==> config.mk <==
export PLATFORM = sky130hd
export DESIGN_NAME = mem_stage_flat
export DESIGN_NICKNAME = d
export VERILOG_FILES = /design/src/rtl/mem_stage_if.sv /design/src/rtl/mem_stage.sv /design/src/flat_wrapper.sv
export SDC_FILE = /design/constraint.sdc
export NUM_CORES = 1
export LEC_CHECK = 0
export BUFFER_PORTS_ARGS = -buffer_cell sky130_fd_sc_hd__buf_4
export CORE_MARGIN = 3
export CORE_UTILIZATION = 35
export DETAILED_ROUTE_END_ITERATION = 7
export SLEW_MARGIN = 20
export SYNTH_ARGS = -nofsm -noshare
export SYNTH_HDL_FRONTEND = slang
export SYNTH_SLANG_ARGS = --single-unit
==> constraint.sdc <==
create_clock -name clk_i -period 4 [get_ports clk_i]
set_input_delay 0.8 -clock clk_i [delete_from_list [all_inputs] [get_ports clk_i]]
set_output_delay 0.8 -clock clk_i [all_outputs]
set_load 0.01 [all_outputs]
==> src/rtl/mem_stage_if.sv <==
// Port bundle for mem_stage: ALU-stage inputs, data-memory port and writeback outputs.
// "slave" is the stage's own view; "master" is the view of the surrounding pipeline/memory.
interface mem_stage_if #(
   parameter int DATA_WIDTH     = 32,
   parameter int ADDR_WIDTH     = 32,
   parameter int REGISTER_WIDTH = 5
);
   logic                      valid_i;
   logic                      reg_wr_en_i;
   logic                      is_load_i;
   logic                      is_store_i;
   logic [DATA_WIDTH-1:0]     alu_result_i;
   logic [DATA_WIDTH-1:0]     reg_a_data_i;
   logic [REGISTER_WIDTH-1:0] wr_reg_i;
   logic                      stall_o;
   logic                      dmem_req_o;
   logic                      dmem_we_o;
   logic [ADDR_WIDTH-1:0]     dmem_addr_o;
   logic [DATA_WIDTH-1:0]     dmem_wdata_o;
   logic                      dmem_ready_i;
   logic [DATA_WIDTH-1:0]     dmem_rdata_i;
   logic                      wb_valid_o;
   logic                      wb_reg_wr_en_o;
   logic [REGISTER_WIDTH-1:0] wb_wr_reg_o;
   logic [DATA_WIDTH-1:0]     wb_data_o;
   logic                      wb_misaligned_o;

   modport slave (
      input  valid_i, reg_wr_en_i, is_load_i, is_store_i, alu_result_i, reg_a_data_i, wr_reg_i,
             dmem_ready_i, dmem_rdata_i,
      output stall_o, dmem_req_o, dmem_we_o, dmem_addr_o, dmem_wdata_o,
             wb_valid_o, wb_reg_wr_en_o, wb_wr_reg_o, wb_data_o, wb_misaligned_o
   );

   modport master (
      output valid_i, reg_wr_en_i, is_load_i, is_store_i, alu_result_i, reg_a_data_i, wr_reg_i,
             dmem_ready_i, dmem_rdata_i,
      input  stall_o, dmem_req_o, dmem_we_o, dmem_addr_o, dmem_wdata_o,
             wb_valid_o, wb_reg_wr_en_o, wb_wr_reg_o, wb_data_o, wb_misaligned_o
   );
endinterface

==> src/rtl/mem_stage.sv <==
// Memory-access pipeline stage: passes ALU results through, issues word loads/stores to a
// variable-latency data memory, stalls upstream while an access is outstanding.
module mem_stage #(
   parameter int DATA_WIDTH     = 32,
   parameter int ADDR_WIDTH     = 32,
   parameter int REGISTER_WIDTH = 5
) (
   input  logic        clk_i,
   input  logic        rst_i,
   mem_stage_if.slave  bus
);
   typedef enum logic {IDLE = 1'b0, ACCESS = 1'b1} state_t;

   typedef struct packed {
      logic                      we;
      logic                      reg_wr_en;
      logic [REGISTER_WIDTH-1:0] wr_reg;
      logic [ADDR_WIDTH-1:0]     addr;
      logic [DATA_WIDTH-1:0]     wdata;
   } req_t;

   state_t                    r_state, w_state_nxt;
   req_t                      r_req, w_req_nxt;
   logic                      r_wb_valid, w_wb_valid_nxt;
   logic                      r_wb_en, w_wb_en_nxt;
   logic [REGISTER_WIDTH-1:0] r_wb_reg, w_wb_reg_nxt;
   logic [DATA_WIDTH-1:0]     r_wb_data, w_wb_data_nxt;
   logic                      r_wb_mis, w_wb_mis_nxt;

   logic w_is_mem, w_misal, w_access;

   assign w_is_mem = bus.is_load_i | bus.is_store_i;
   assign w_misal  = |bus.alu_result_i[1:0];
   assign w_access = (r_state == ACCESS);

   always_ff @(posedge clk_i or posedge rst_i) begin
      if (rst_i) begin
         r_state    <= IDLE;
         r_req      <= '0;
         r_wb_valid <= 1'b0;
         r_wb_en    <= 1'b0;
         r_wb_reg   <= '0;
         r_wb_data  <= '0;
         r_wb_mis   <= 1'b0;
      end else begin
         r_state    <= w_state_nxt;
         r_req      <= w_req_nxt;
         r_wb_valid <= w_wb_valid_nxt;
         r_wb_en    <= w_wb_en_nxt;
         r_wb_reg   <= w_wb_reg_nxt;
         r_wb_data  <= w_wb_data_nxt;
         r_wb_mis   <= w_wb_mis_nxt;
      end
   end

   always_comb begin
      w_state_nxt    = r_state;
      w_req_nxt      = r_req;
      w_wb_valid_nxt = 1'b0;
      w_wb_en_nxt    = r_wb_en;
      w_wb_reg_nxt   = r_wb_reg;
      w_wb_data_nxt  = r_wb_data;
      w_wb_mis_nxt   = r_wb_mis;
      case (r_state)
         IDLE: begin
            if (bus.valid_i) begin
               if (w_is_mem && !w_misal) begin
                  // LW+SW together resolves to a store since we follows is_store_i
                  w_req_nxt.we        = bus.is_store_i;
                  w_req_nxt.reg_wr_en = bus.reg_wr_en_i;
                  w_req_nxt.wr_reg    = bus.wr_reg_i;
                  w_req_nxt.addr      = bus.alu_result_i[ADDR_WIDTH-1:0];
                  w_req_nxt.wdata     = bus.reg_a_data_i;
                  w_state_nxt         = ACCESS;
               end else begin
                  w_wb_valid_nxt = 1'b1;
                  w_wb_en_nxt    = bus.reg_wr_en_i & ~w_is_mem;
                  w_wb_reg_nxt   = bus.wr_reg_i;
                  w_wb_data_nxt  = bus.alu_result_i;
                  w_wb_mis_nxt   = w_is_mem;
               end
            end
         end
         ACCESS: begin
            if (bus.dmem_ready_i) begin
               w_state_nxt    = IDLE;
               w_wb_valid_nxt = 1'b1;
               w_wb_mis_nxt   = 1'b0;
               w_wb_reg_nxt   = r_req.wr_reg;
               if (r_req.we) begin
                  w_wb_en_nxt   = 1'b0;
                  w_wb_data_nxt = DATA_WIDTH'(r_req.addr);
               end else begin
                  w_wb_en_nxt   = r_req.reg_wr_en;
                  w_wb_data_nxt = bus.dmem_rdata_i;
               end
            end
         end
         default: w_state_nxt = IDLE;
      endcase
   end

   // Memory-side outputs decode only registered state, so reset drops them asynchronously.
   assign bus.stall_o         = w_access;
   assign bus.dmem_req_o      = w_access;
   assign bus.dmem_we_o       = w_access & r_req.we;
   assign bus.dmem_addr_o     = w_access ? r_req.addr  : '0;
   assign bus.dmem_wdata_o    = w_access ? r_req.wdata : '0;
   assign bus.wb_valid_o      = r_wb_valid;
   assign bus.wb_reg_wr_en_o  = r_wb_en;
   assign bus.wb_wr_reg_o     = r_wb_reg;
   assign bus.wb_data_o       = r_wb_data;
   assign bus.wb_misaligned_o = r_wb_mis;
endmodule

==> src/flat_wrapper.sv <==
// flat-port wrapper written by rule: the top's interface ports become plain ports
module mem_stage_flat 
#(
   parameter int DATA_WIDTH     = 32,
   parameter int ADDR_WIDTH     = 32,
   parameter int REGISTER_WIDTH = 5
)
  (clk_i, rst_i, bus_valid_i, bus_reg_wr_en_i, bus_is_load_i, bus_is_store_i, bus_alu_result_i, bus_reg_a_data_i, bus_wr_reg_i, bus_dmem_ready_i, bus_dmem_rdata_i, bus_stall_o, bus_dmem_req_o, bus_dmem_we_o, bus_dmem_addr_o, bus_dmem_wdata_o, bus_wb_valid_o, bus_wb_reg_wr_en_o, bus_wb_wr_reg_o, bus_wb_data_o, bus_wb_misaligned_o);
  mem_stage_if #(.DATA_WIDTH(DATA_WIDTH), .ADDR_WIDTH(ADDR_WIDTH), .REGISTER_WIDTH(REGISTER_WIDTH)) bus_i ();
  input  logic clk_i;
  input  logic rst_i;
  input wire logic [$bits(bus_i.valid_i)-1:0] bus_valid_i;
  input wire logic [$bits(bus_i.reg_wr_en_i)-1:0] bus_reg_wr_en_i;
  input wire logic [$bits(bus_i.is_load_i)-1:0] bus_is_load_i;
  input wire logic [$bits(bus_i.is_store_i)-1:0] bus_is_store_i;
  input wire logic [$bits(bus_i.alu_result_i)-1:0] bus_alu_result_i;
  input wire logic [$bits(bus_i.reg_a_data_i)-1:0] bus_reg_a_data_i;
  input wire logic [$bits(bus_i.wr_reg_i)-1:0] bus_wr_reg_i;
  input wire logic [$bits(bus_i.dmem_ready_i)-1:0] bus_dmem_ready_i;
  input wire logic [$bits(bus_i.dmem_rdata_i)-1:0] bus_dmem_rdata_i;
  output wire logic [$bits(bus_i.stall_o)-1:0] bus_stall_o;
  output wire logic [$bits(bus_i.dmem_req_o)-1:0] bus_dmem_req_o;
  output wire logic [$bits(bus_i.dmem_we_o)-1:0] bus_dmem_we_o;
  output wire logic [$bits(bus_i.dmem_addr_o)-1:0] bus_dmem_addr_o;
  output wire logic [$bits(bus_i.dmem_wdata_o)-1:0] bus_dmem_wdata_o;
  output wire logic [$bits(bus_i.wb_valid_o)-1:0] bus_wb_valid_o;
  output wire logic [$bits(bus_i.wb_reg_wr_en_o)-1:0] bus_wb_reg_wr_en_o;
  output wire logic [$bits(bus_i.wb_wr_reg_o)-1:0] bus_wb_wr_reg_o;
  output wire logic [$bits(bus_i.wb_data_o)-1:0] bus_wb_data_o;
  output wire logic [$bits(bus_i.wb_misaligned_o)-1:0] bus_wb_misaligned_o;
  assign bus_i.valid_i = bus_valid_i;
  assign bus_i.reg_wr_en_i = bus_reg_wr_en_i;
  assign bus_i.is_load_i = bus_is_load_i;
  assign bus_i.is_store_i = bus_is_store_i;
  assign bus_i.alu_result_i = bus_alu_result_i;
  assign bus_i.reg_a_data_i = bus_reg_a_data_i;
  assign bus_i.wr_reg_i = bus_wr_reg_i;
  assign bus_i.dmem_ready_i = bus_dmem_ready_i;
  assign bus_i.dmem_rdata_i = bus_dmem_rdata_i;
  assign bus_stall_o = bus_i.stall_o;
  assign bus_dmem_req_o = bus_i.dmem_req_o;
  assign bus_dmem_we_o = bus_i.dmem_we_o;
  assign bus_dmem_addr_o = bus_i.dmem_addr_o;
  assign bus_dmem_wdata_o = bus_i.dmem_wdata_o;
  assign bus_wb_valid_o = bus_i.wb_valid_o;
  assign bus_wb_reg_wr_en_o = bus_i.wb_reg_wr_en_o;
  assign bus_wb_wr_reg_o = bus_i.wb_wr_reg_o;
  assign bus_wb_data_o = bus_i.wb_data_o;
  assign bus_wb_misaligned_o = bus_i.wb_misaligned_o;
  mem_stage #(.DATA_WIDTH(DATA_WIDTH), .ADDR_WIDTH(ADDR_WIDTH), .REGISTER_WIDTH(REGISTER_WIDTH)) u_core (.clk_i(clk_i), .rst_i(rst_i), .bus(bus_i));
endmodule
# After elaboration in Yosys (flattened, before gate mapping)

Cells that the tools add are included.

Register bits after elaboration: 112
Bits of input ports: 108
Output and inout port bits: 107
Word-level logic and storage cells: 52

Equality and inequality tests: 3
Mux-type cells: 28
Bitwise gates (word level): 5
Reductions and logical operators: 5

Operators by type and width:

| cell                 | number |
|---|---|
| $mux W32             | 6 |
| $pmux W32 S2         | 1 |
| $mux W5              | 3 |
| $mux W1              | 13 |
| $pmux W5 S2          | 1 |
| $pmux W1 S2          | 4 |
| $ne A2 B2 Y1 const B | 3 |
| $reduce_and A3 Y1    | 2 |
| $and A1 B1 Y1        | 2 |
| $not A1 Y1           | 2 |
| $reduce_or A2 Y1     | 1 |
| $logic_and A1 B1 Y1  | 1 |
| $logic_not A1 Y1     | 1 |
| $or A1 B1 Y1         | 1 |

# Depth between registers and ports, before layout

Gate-level depths: netlist of the first run.

Depth in word-level cells: 6
Gate-level depth with buffers: 7
Gate-level depth less buffers: 4

# Least setup slack after synthesis of the first run

Ideal clock, no wire load.

Kind: register to output
Start point: register u_core.r_state, in the netlist u_core.bus.dmem_req_o
End point: output port bus_dmem_addr_o[10]
Arrival time: 1.253 ns
Data required time: 3.200 ns
Slack: 1.947 ns
Cell stages (with the launch flop): 5
Path buffers: 3
Path through: dfrtp_1 -> buf_2 -> clkbuf_1 -> clkbuf_1 -> and2_1

Word-level cells in the longest chain between the ends: 1

RTL lines:

| element                | line               | RTL |
|---|---|---|
| start, declared        | mem_stage.sv:22    | `state_t r_state, w_state_nxt;` |
| start signal, assigned | mem_stage.sv:46    | `r_state <= w_state_nxt;` |
| $mux W32               | mem_stage.sv:107   | `assign bus.dmem_addr_o = w_access ? r_req.addr : '0;` |
| end, declared          | flat_wrapper.sv:24 | `output wire logic [$bits(bus_i.dmem_addr_o)-1:0] bus_dmem_addr_o;` |

No other way between the ends.

# Final worst setup path of the first run

Start point: register u_core.r_state, in the netlist u_core.bus.dmem_req_o
End point: output port bus_dmem_addr_o[3]

Same word-level chain as after synthesis.

==> results of run 1 <==
[worst min path at each step]
| stage | depth (start not counted) | end | slack, ns |
|---|---|---|---|
| floorplan | 1 | u_core.r_req[30]$_DFFE_PP0P_ | 0.46 |
| global placement | 1 | u_core.r_req[30]$_DFFE_PP0P_ | 0.47 |
| detailed placement | 1 | u_core.r_req[29]$_DFFE_PP0P_ | 0.49 |
| CTS | 1 | u_core.r_req[29]$_DFFE_PP0P_ | 0.50 |
| global route | 1 | u_core.r_req[5]$_DFFE_PP0P_ | 0.52 |
| finish | 1 | u_core.r_req[29]$_DFFE_PP0P_ | 0.50 |
[synth_stat cells, drive strengths merged]
cell    number  area share [%]
o22ai       22             2.5
o221a       15             3.1
mux2        86              22
o31a         1            0.16
a31oi        1            0.11
and2        68             7.7
nor2        23             1.6
dfrtp      112              51
o31ai        1            0.39
a211oi      18             2.5
clkbuf      15             1.0
mux2i       15             2.7
nand3b       1            0.14
o21ai        2            0.18
nand2       18             1.4
inv          2            0.14
nor3         6            0.64
nand3        2            0.18
nor2b        1            0.25
buf         20             2.8
[flip-flops by register name, summed over array words and instances, names as in the netlist]
signal,flops
u_core.bus.dmem_req_o,1
u_core.bus.wb_valid_o,1
u_core.bus.wb_data_o,32
u_core.bus.wb_wr_reg_o,5
u_core.r_req,71
u_core.bus.wb_reg_wr_en_o,1
u_core.bus.wb_misaligned_o,1
[cell type report]
class / count / area [um2] / share of cell area (%)
sequential: 112 / 2810 / 37.1
inverter: 2 / 10.0 / 0.132
timing repair buffer: 223 / 1690 / 22.3
tap: 211 / 264 / 3.49
clock buffer: 11 / 233 / 3.07
clock inverter: 5 / 81.3 / 1.07
multi-input combinational: 280 / 2490 / 32.9
[metal layers]
layer	vias to the layer above	share of wire (%)
met1	2047	42
met2	136	49
li1	1915	-
met3	22	6.2
met4	0	2.4
met5	-	0
[worst register-to-register path: cells and delay by family (launching register included)]
| kind | cells | cell delay [ns] |
|---|---|---|
| buffers and inverters | 1 | 0.38 |
| and+or+nand+nor | 2 | 0.89 |
| DFF | 1 | 0.66 |
| AOI/OAI and AO/OA | 1 | 0.17 |
[stage by stage]
stage / cell area (um2) / util [%] / std cells / setup WS (ns) / hold slack, ns
after floorplan: 5510 / - / 429 / 0.241 / 0.456
after global placement: 7260 / 47.4 / 828 / 1.40 / 0.469
after detailed placement: 7260 / 47.4 / 828 / 1.34 / 0.486
after CTS: 7570 / 49.4 / 844 / 1.42 / 0.502
after global routing: 7570 / 49.4 / 844 / 1.35 / 0.518
final: 7570 / 49.4 / 844 / 1.47 / 0.497
[power breakdown]
part           internal (mW)  total [mW]  switching, mW
logic                  0.607       0.978          0.371
clock network          0.550       0.953          0.403
registers               1.39        1.58          0.190
total                   2.54        3.51          0.965
[logic make-up after synthesis]
kind of cell,Yosys count,synth area share (%)
buffers and inverters,37,3.97
multiplexers,101,24.4
flip-flops,112,50.9
AO/OA/AOI/OAI,60,8.85
AND/OR/NAND/NOR,119,11.9
==> impl_metrics.tcl, run 1 <==
set metrics [dict create \
    status "completed" \
    total_power_mw 3.51 \
    ys_seq_elements 112 \
    r2r_end "u_core.bus.wb_data_o[26]$_DFFE_PP0P_" \
    r2r_cells 4 \
    crit_slowest_cell "dfrtp_2" \
    critPathMaxStageDelay_ns 0.66 \
    start_util_pct 36.0 \
    max-vdd-ir-drop_mv 0.197 \
    htree_levels 3 \
    overflow 0 \
    drt_wl_total_um 15200 \
    via_per_inst 4.88 \
    path_depth 3 \
    postSynthAreaPerCell_um2 12.8 \
    layout_common_cells "222 x buf_4, 110 x dfrtp_1, 68 x and2_1" \
    syn_area_um2 5510 \
    p_leak_nw 3.71 \
    drv_cap 0 \
    cp.arrival_ns 1.73 \
    ctsLongestPathBuffers 2 \
    gp_congestion 0.726 \
    finalMaxSlewViolations 0 \
    fin_crit_sh_pct 63.2 \
    syn-instance-count 429 \
    layout_commonest_cell "buf_4" \
    die_area_um2 17300 \
    syn_to_final_growth_pct 37.3 \
    post_cts_resized 0 \
    r2r_start "u_core.bus.dmem_req_o$_DFF_PP0_" \
    synth_cell_types 30 \
    clock-sinks 112 \
    dp_hpwl_um 10900 \
    grt_pass1_vias 4680 \
    setup_tns_ns 0 \
    vias 4120 \
    grt_util_met1_pct 22.0 \
    timing.fmax_mhz 396 \
    syn_nets 537 \
    hold_viol 0 \
    clockRootBuffer "clkbuf_16" \
    num_io_pins 215 \
    rows 45 \
    grt-busiest-layer "met2" \
    cts_hold_buf 0 \
    crit_path_end_kind "primary output" \
    cts_tree "built" \
    tightest_slew_ns 0.958 \
    endpoint "bus_dmem_addr_o[3]" \
    path_common_cell "buf_4" \
    post-route-min-period_ns 2.53 \
    fp.dieH_um 131 \
    worstSetupStartpoint "u_core.bus.dmem_req_o$_DFF_PP0_" \
    fill_cells 1435 \
    grtUsageMet3_pct 4.98 \
    wl_per_cell_um 18.0 \
    grt_util_met2_pct 30.1 \
    setup_viol 0 \
    crit_type "flip-flop to primary output" \
    ys.warnings.count 0 \
    core_area_um2 15300 \
    nets 736 \
    cts_setup_buffers 0 \
    drtAntennaViolNets 0 \
    start_kind "flip-flop" \
    worstHoldPathType "flip-flop to flip-flop" \
    clk-insertion-delay-late_ns 0.35 \
    drive_gt1_share_pct 52.4 \
    fp.dieW_um 131 \
    numCtsBuffers 9 \
    crit_family "flip-flops" \
    grt_start_max_net_pins 59 \
    antennaDiodeCount 0 \
    hp-start "u_core.r_req[29]$_DFFE_PP0P_" \
    p_per_area_nw_per_um2 464 \
    grt_pass1_wl_um 25000 \
    drtIter0Drc 114 \
    max_slew_margin_pct 36.1 \
    cp.required_ns 3.20 \
    ys_seq_area_share_pct 50.9 \
    critPathBufInv 2 \
    io_buffers 214 \
    rsz0062_at_grt "no" \
    drt_pass1_iterations 4 \
    skew_ns 0.00486 \
    reg2reg_slack_ns 1.79 \
    path_cells "buf_4 > and2_1 > buf_4" \
    cts.clk_slew.worst_paths_ns 0.07 \
    drc 0 \
    grtUsageTotal_pct 17.9 \
    cp_max_fo 32 \
    grt_antenna_before_repair 0 \
]
Note: power is estimated with default switching activity, not from simulation.
==> run 2, diff against run 1 <==
--- a/config.mk
+++ b/config.mk
@@ -5,6 +5,7 @@
 export SDC_FILE = /design/constraint.sdc
 export NUM_CORES = 1
 export LEC_CHECK = 0
+export ABC_AREA = 1
 export BUFFER_PORTS_ARGS = -buffer_cell sky130_fd_sc_hd__buf_4
 export CORE_MARGIN = 3
 export CORE_UTILIZATION = 35
==> constraint.sdc (replaced) <==
create_clock -name clk_i -period 2.4 [get_ports clk_i]
set_input_delay 0.48 -clock clk_i [delete_from_list [all_inputs] [get_ports clk_i]]
set_output_delay 0.48 -clock clk_i [all_outputs]
set_load 0.01 [all_outputs]
==> run 2 against run 1 <==
  * Sequential power rose by 60%
  * Sequential share of layout area decreased by 0.80 points
  * Power increased by 60%
  * Utilization is 0.74 points higher
  * Synthesized cell count is 81% higher
  * Combinational power is 38% higher
  * Register-to-register slack worse by 1.2 ns
  * Clock-buffer cell count unchanged
  * Largest cell class unchanged
  * Clock power up 84%
==> impl_metrics.tcl, run 2 <==
set metrics [dict create \
    status "completed" \
    synth_adder_area_share_pct 0 \
    synthArstFlopShare_pct 100 \
    top_register "u_core.r_req" \
    drtAntennaViolNets 0 \
    synth_top_family_by_area "simple AND/OR/NAND/NOR gates" \
    overflow 0 \
    start_kind "flip-flop" \
    cp_max_fo 111 \
    yosys_most_used_dff "dfrtp_1" \
    drtIter0Drc 275 \
    clk-insertion-delay-late_ns 0.35 \
    yosys.area_share.xor_xnor_pct 0 \
    ctsLongestPathBuffers 2 \
    synth_cell_types 16 \
    fin_crit_sh_pct 84.9 \
    p_leak_nw 4.71 \
    fin_area_um2 7740 \
    grtUsageTotal_pct 18.1 \
    htree_levels 3 \
    wl_per_cell_um 13.3 \
    total_power_mw 5.63 \
    synthTopCellsByCount "287 x nand2_1, 139 x inv_1, 112 x dfrtp_1" \
    hold_viol 0 \
    dp_hpwl_um 10500 \
    numCtsBuffers 9 \
    syn-instance-count 775 \
    nets 1069 \
    max-vdd-ir-drop_mv 0.381 \
    cp.required_ns 1.92 \
    drt_wl_total_um 15700 \
    rsz0062_at_grt "no" \
    finalMaxSlewViolations 0 \
    critPathMaxStageDelay_ns 0.43 \
    timing.fmax_mhz 491 \
    grt_antenna_before_repair 0 \
    layout_commonest_cell "nand2_1" \
    drv_cap 0 \
    post-route-min-period_ns 2.04 \
    crit_slowest_cell "dfrtp_4" \
    synth-compound-area-share_pct 6.78 \
    ys_seq_elements 112 \
    fill_cells 1597 \
    gp_congestion 0.757 \
    synth.area.mux_share_pct 0 \
    grt_start_max_net_pins 113 \
    crit_path_end_kind "primary output" \
    grt_pass1_vias 5097 \
    tightest_slew_ns 0.620 \
    p_per_area_nw_per_um2 727 \
    cts.clk_slew.worst_paths_ns 0.07 \
    core_area_um2 15400 \
    post-route-util_pct 50.2 \
    post_cts_resized 0 \
    synth_area_leaders "dfrtp_1 50%, nand2_1 19%, inv_1 9.3%" \
    num_io_pins 215 \
    synth_edf_count 0 \
    synth_simple_gate_area_share_pct 29.3 \
    drt_pass1_iterations 5 \
    yosysMostFrequentCell "nand2_1" \
    max_slew_margin_pct 58.7 \
    die_area_um2 17600 \
    syn_area_um2 5610 \
    grt_pass1_wl_um 25700 \
    cts_tree "built" \
    synth_top_area_share_pct 49.9 \
    worstHoldPathType "input port to asynchronous set/reset pin" \
    syn_to_final_growth_pct 37.9 \
    skew_ns 0.0103 \
    layout_common_cells "287 x nand2_1, 219 x buf_4, 138 x inv_1" \
    syn_nets 883 \
    antennaDiodeCount 0 \
    drive_gt1_share_pct 25.7 \
    clock-sinks 112 \
    ys.warnings.count 0 \
    cts_hold_buf 0 \
    path_cells "buf_12 > nand2_1 > inv_1 > buf_4" \
    crit_type "flip-flop to primary output" \
    io_buffers 214 \
    postSynthAreaPerCell_um2 7.24 \
    fp.dieW_um 133 \
    setup_tns_ns 0 \
    clockRootBuffer "clkbuf_16" \
    synth.largest_area_cell "dfrtp_1" \
    rows 45 \
    start_util_pct 36.4 \
    vias 5284 \
    via_per_inst 4.49 \
    largest_reg_flops 71 \
    post_dp_cell_area_um2 7390 \
    setup_viol 0 \
    cp.arrival_ns 1.56 \
    drc 0 \
    ys_seq_area_share_pct 49.9 \
    cts_setup_buffers 0 \
    fp.dieH_um 133 \
]
-- run 2: changes by cell type after synthesis, moves of 35 or more --
cell	before	now
o21ai_0	2	37
and2_1	68	0
inv_1	2	139
o21ai_1	0	39
nand3_1	2	104
nand2_1	16	287
mux2_4	60	0
-- run 2: worst paths after layout --
| check | start | end | slack [ns] | cells after the start |
|---|---|---|---|---|
| min | rst_i | u_core.bus.wb_data_o[11]$_DFFE_PP0P_ | 0.29 | 3 |
| min in group clk_i | bus_dmem_ready_i | u_core.bus.dmem_req_o$_DFF_PP0_ | 0.32 | 2 |
| min reg2reg | u_core.r_req[67]$_DFFE_PP0P_ | u_core.r_req[67]$_DFFE_PP0P_ | 0.49 | 2 |
| max | u_core.bus.dmem_req_o$_DFF_PP0_ | bus_dmem_addr_o[9] | 0.36 | 4 |
| max in group asynchronous | rst_i | u_core.r_req[56]$_DFFE_PP0P_ | 1.62 | 3 |
| max reg2reg | u_core.bus.dmem_req_o$_DFF_PP0_ | u_core.bus.wb_data_o[0]$_DFFE_PP0P_ | 0.59 | 8 |
-- run 2: area by class of cell --
class                   count  area [um2]  area share, %
well taps                 211         264           3.41
repair buffers            225        1760           22.8
clock inverters             5         104           1.34
flip-flops and latches    112        2810           36.3
clock buffers              11         243           3.14
multi-input cells         473        2030           26.2
inverters                 140         529           6.84
-- run 2: stage by stage --
step / worst slack, ns / std cells / hold WS (ns)
after floorplan: 0.563 / 775 / 0.453
after CTS: 0.341 / 1177 / 0.302
after global routing: 0.263 / 1177 / 0.318
after global placement: 0.543 / 1161 / 0.466
final: 0.362 / 1177 / 0.292
after detailed placement: 0.488 / 1161 / 0.474
-- run 2: kinds of logic (layout without fill, tap and decap cells) --
logic type / Yosys count / count (layout)
buf+inv: 190 / 381
flops: 112 / 112
simple gates: 397 / 397
compound gates: 76 / 76
-- run 2: report_power, final --
group / internal, mW / switching, mW / total, mW
combinational: 0.635 / 0.716 / 1.35
sequential: 2.27 / 0.255 / 2.53
clock: 1.05 / 0.698 / 1.75
total: 3.96 / 1.67 / 5.63
-- run 2: worst max-delay path, delay by kind of cell, from the launching register on --
| family | cells | cell delay, ns |
|---|---|---|
| buffers and inverters | 3 | 0.52 |
| DFF | 1 | 0.43 |
| and+or+nand+nor | 1 | 0.13 |
-- run 2: routing by layer --
metal | track usage (%) | part of all wire [%]
met1 | 23.2 | 44
met2 | 29.9 | 47
met3 | 6.39 | 8.5
met4 | 3.29 | 0.60
met5 | 0 | 0
==> run 3, diff against run 2 <==
==> constraint.sdc (replaced) <==
create_clock -name clk_i -period 1.95 [get_ports clk_i]
set_input_delay 0.39 -clock clk_i [delete_from_list [all_inputs] [get_ports clk_i]]
set_output_delay 0.39 -clock clk_i [all_outputs]
set_load 0.01 [all_outputs]
==> run 3 against run 2 <==
  * Global-route usage shrank 0.18 points
  * Register-to-register slack lost 0.24 ns
  * Clock power increased by 22%
  * Clock skew decreased by 0.0037 ns
  * Final area is 0.37% higher
  * Critical path depth stayed put
  * Utilization grew 0.19 points
  * Final cell count rose by 0.68%
  * Power increased by 23%
  * Combinational power increased by 24%
  * Critical path type unchanged
  * Largest power group unchanged
==> impl_metrics.tcl, run 3 (synthesized netlist as in run 2, its figures left out) <==
set metrics [dict create \
    status "completed" \
    worstHoldPathType "input port to asynchronous set/reset pin" \
    grt_pass1_wl_um 25700 \
    grt_antenna_before_repair 0 \
    nets 1077 \
    antennaDiodeCount 0 \
    cp_max_fo 43 \
    clockRootBuffer "clkbuf_16" \
    top_register "u_core.r_req" \
    crit_path_end_kind "primary output" \
    htree_levels 3 \
    skew_ns 0.00664 \
    fin_crit_sh_pct 94.0 \
    setup_viol 0 \
    fin_area_um2 7770 \
    gp_congestion 0.779 \
    drtIter0Drc 224 \
    finalMaxSlewViolations 0 \
    p_sw_mw 2.06 \
    layout_common_cells "287 x nand2_1, 228 x buf_4, 138 x inv_1" \
    crit_type "flip-flop to primary output" \
    critPathBufInv 3 \
    overflow 0 \
    largest_reg_flops 71 \
    rsz0062_at_grt "no" \
    p_int_mw 4.84 \
    core_area_um2 15400 \
    start_kind "flip-flop" \
    via_per_inst 4.49 \
    num_io_pins 215 \
    vias 5317 \
    cp.arrival_ns 1.44 \
    cts.clk_slew.worst_paths_ns 0.07 \
    rows 45 \
    critPathMaxStageDelay_ns 0.47 \
    grt_pass1_vias 4986 \
    instances_no_fill 1185 \
    grt_start_max_net_pins 67 \
    crit_family "buffers and inverters" \
    cts_hold_buf 0 \
    grtUsageTotal_pct 17.9 \
    hold_viol 0 \
    max-vdd-ir-drop_mv 0.503 \
    post-route-min-period_ns 1.83 \
    drt_wl_total_um 15900 \
    clk-insertion-delay-late_ns 0.35 \
    syn_to_final_growth_pct 38.4 \
    drv_cap 0 \
    switching_share_pct 29.9 \
    start_util_pct 36.4 \
    p_clk_share_pct 30.8 \
    place_inst 1169 \
    cts_tree "built" \
    drt_pass1_iterations 4 \
    ctsLongestPathBuffers 2 \
    p_per_area_nw_per_um2 889 \
    drtAntennaViolNets 0 \
    tightest_slew_ns 0.822 \
    setup_tns_ns 0 \
    max_slew_margin_pct 45.1 \
    drc 0 \
    p_comb_share_pct 24.2 \
    layout_commonest_cell "nand2_1" \
    clock-sinks 112 \
    p_leak_nw 4.74 \
    dp_hpwl_um 11500 \
    drive_gt1_share_pct 26.4 \
    crit_slowest_cell "dfrtp_4" \
    fp.dieW_um 133 \
    post_dp_cell_area_um2 7420 \
    wl_per_cell_um 13.4 \
    path_cells "buf_6 > nand2_1 > inv_1 > buf_4" \
    holdWs_ns 0.0765 \
    die_area_um2 17600 \
    io_buffers 214 \
    fp.dieH_um 133 \
    numCtsBuffers 9 \
    timing.fmax_mhz 545 \
    cp.required_ns 1.56 \
    power_frac_seq_pct 44.9 \
]
==> run 3: cell count changes in the layout (fill, tap and decap cells not counted), sizes merged <==
| cell | delta |
|---|---|
| clkbuf | -2 |
| buf | +8 |
| clkinvlp | +1 |
| clkinv | +1 |
==> run 3: final timing paths <==
| path | cells after the start | endpoint | slack (ns) | from |
|---|---|---|---|---|
| max | 4 | bus_dmem_addr_o[6] | 0.12 | u_core.bus.dmem_req_o$_DFF_PP0_ |
| min | 2 | u_core.bus.wb_data_o[12]$_DFFE_PP0P_ | 0.08 | rst_i |
| max reg2reg | 6 | u_core.bus.wb_data_o[26]$_DFFE_PP0P_ | 0.35 | u_core.bus.dmem_req_o$_DFF_PP0_ |
| min reg2reg | 2 | u_core.r_req[7]$_DFFE_PP0P_ | 0.48 | u_core.r_req[7]$_DFFE_PP0P_ |
| max in group asynchronous | 3 | u_core.r_req[33]$_DFFE_PP0P_ | 1.24 | rst_i |
| min in group clk_i | 2 | u_core.bus.dmem_req_o$_DFF_PP0_ | 0.23 | bus_dmem_ready_i |
==> run 3: per-layer routing <==
metal	global-route usage, %	vias up	share of wire [%]
met5	0	-	0
met4	6.00	0	1.9
met3	4.71	20	6.7
met2	28.9	160	46
met1	23.4	2407	45
li1	-	2730	-
==> run 3: per-stage QoR <==
step	util, %	power, mW	setup WS, ns
2_1_floorplan	-	4.00	0.203
4_1_cts	50.3	7.02	0.0125
3_3_place_gp	48.1	4.82	0.341
5_1_grt	50.4	7.33	0.00932
6_report	50.4	6.91	0.117
3_5_place_dp	48.1	4.85	0.344
==> run 3: final cells by class <==
class	instances	area [um2]
multi-input combinational	473	2030
timing repair buffer	233	1790
fill	1592	7660
clock inverter	7	120
tap	211	264
clock buffer	9	225
sequential	112	2810
inverter	140	529
==> run 3: timing repair <==
action	in CTS	in global routing
pin swaps	0	0
gates resized for setup	1	1
buffers inserted	0	0
setup endpoints to repair	2	30
cloned	0	0
==> run 3: power groups by stage <==
stage	clock (mW)	sequential (mW)	combinational, mW
2_1_floorplan	0	3.15	0.854
3_3_place_gp	0	3.13	1.68
3_5_place_dp	0	3.14	1.71
4_1_cts	2.21	3.10	1.71
5_1_grt	2.28	3.17	1.88
6_report	2.13	3.10	1.67
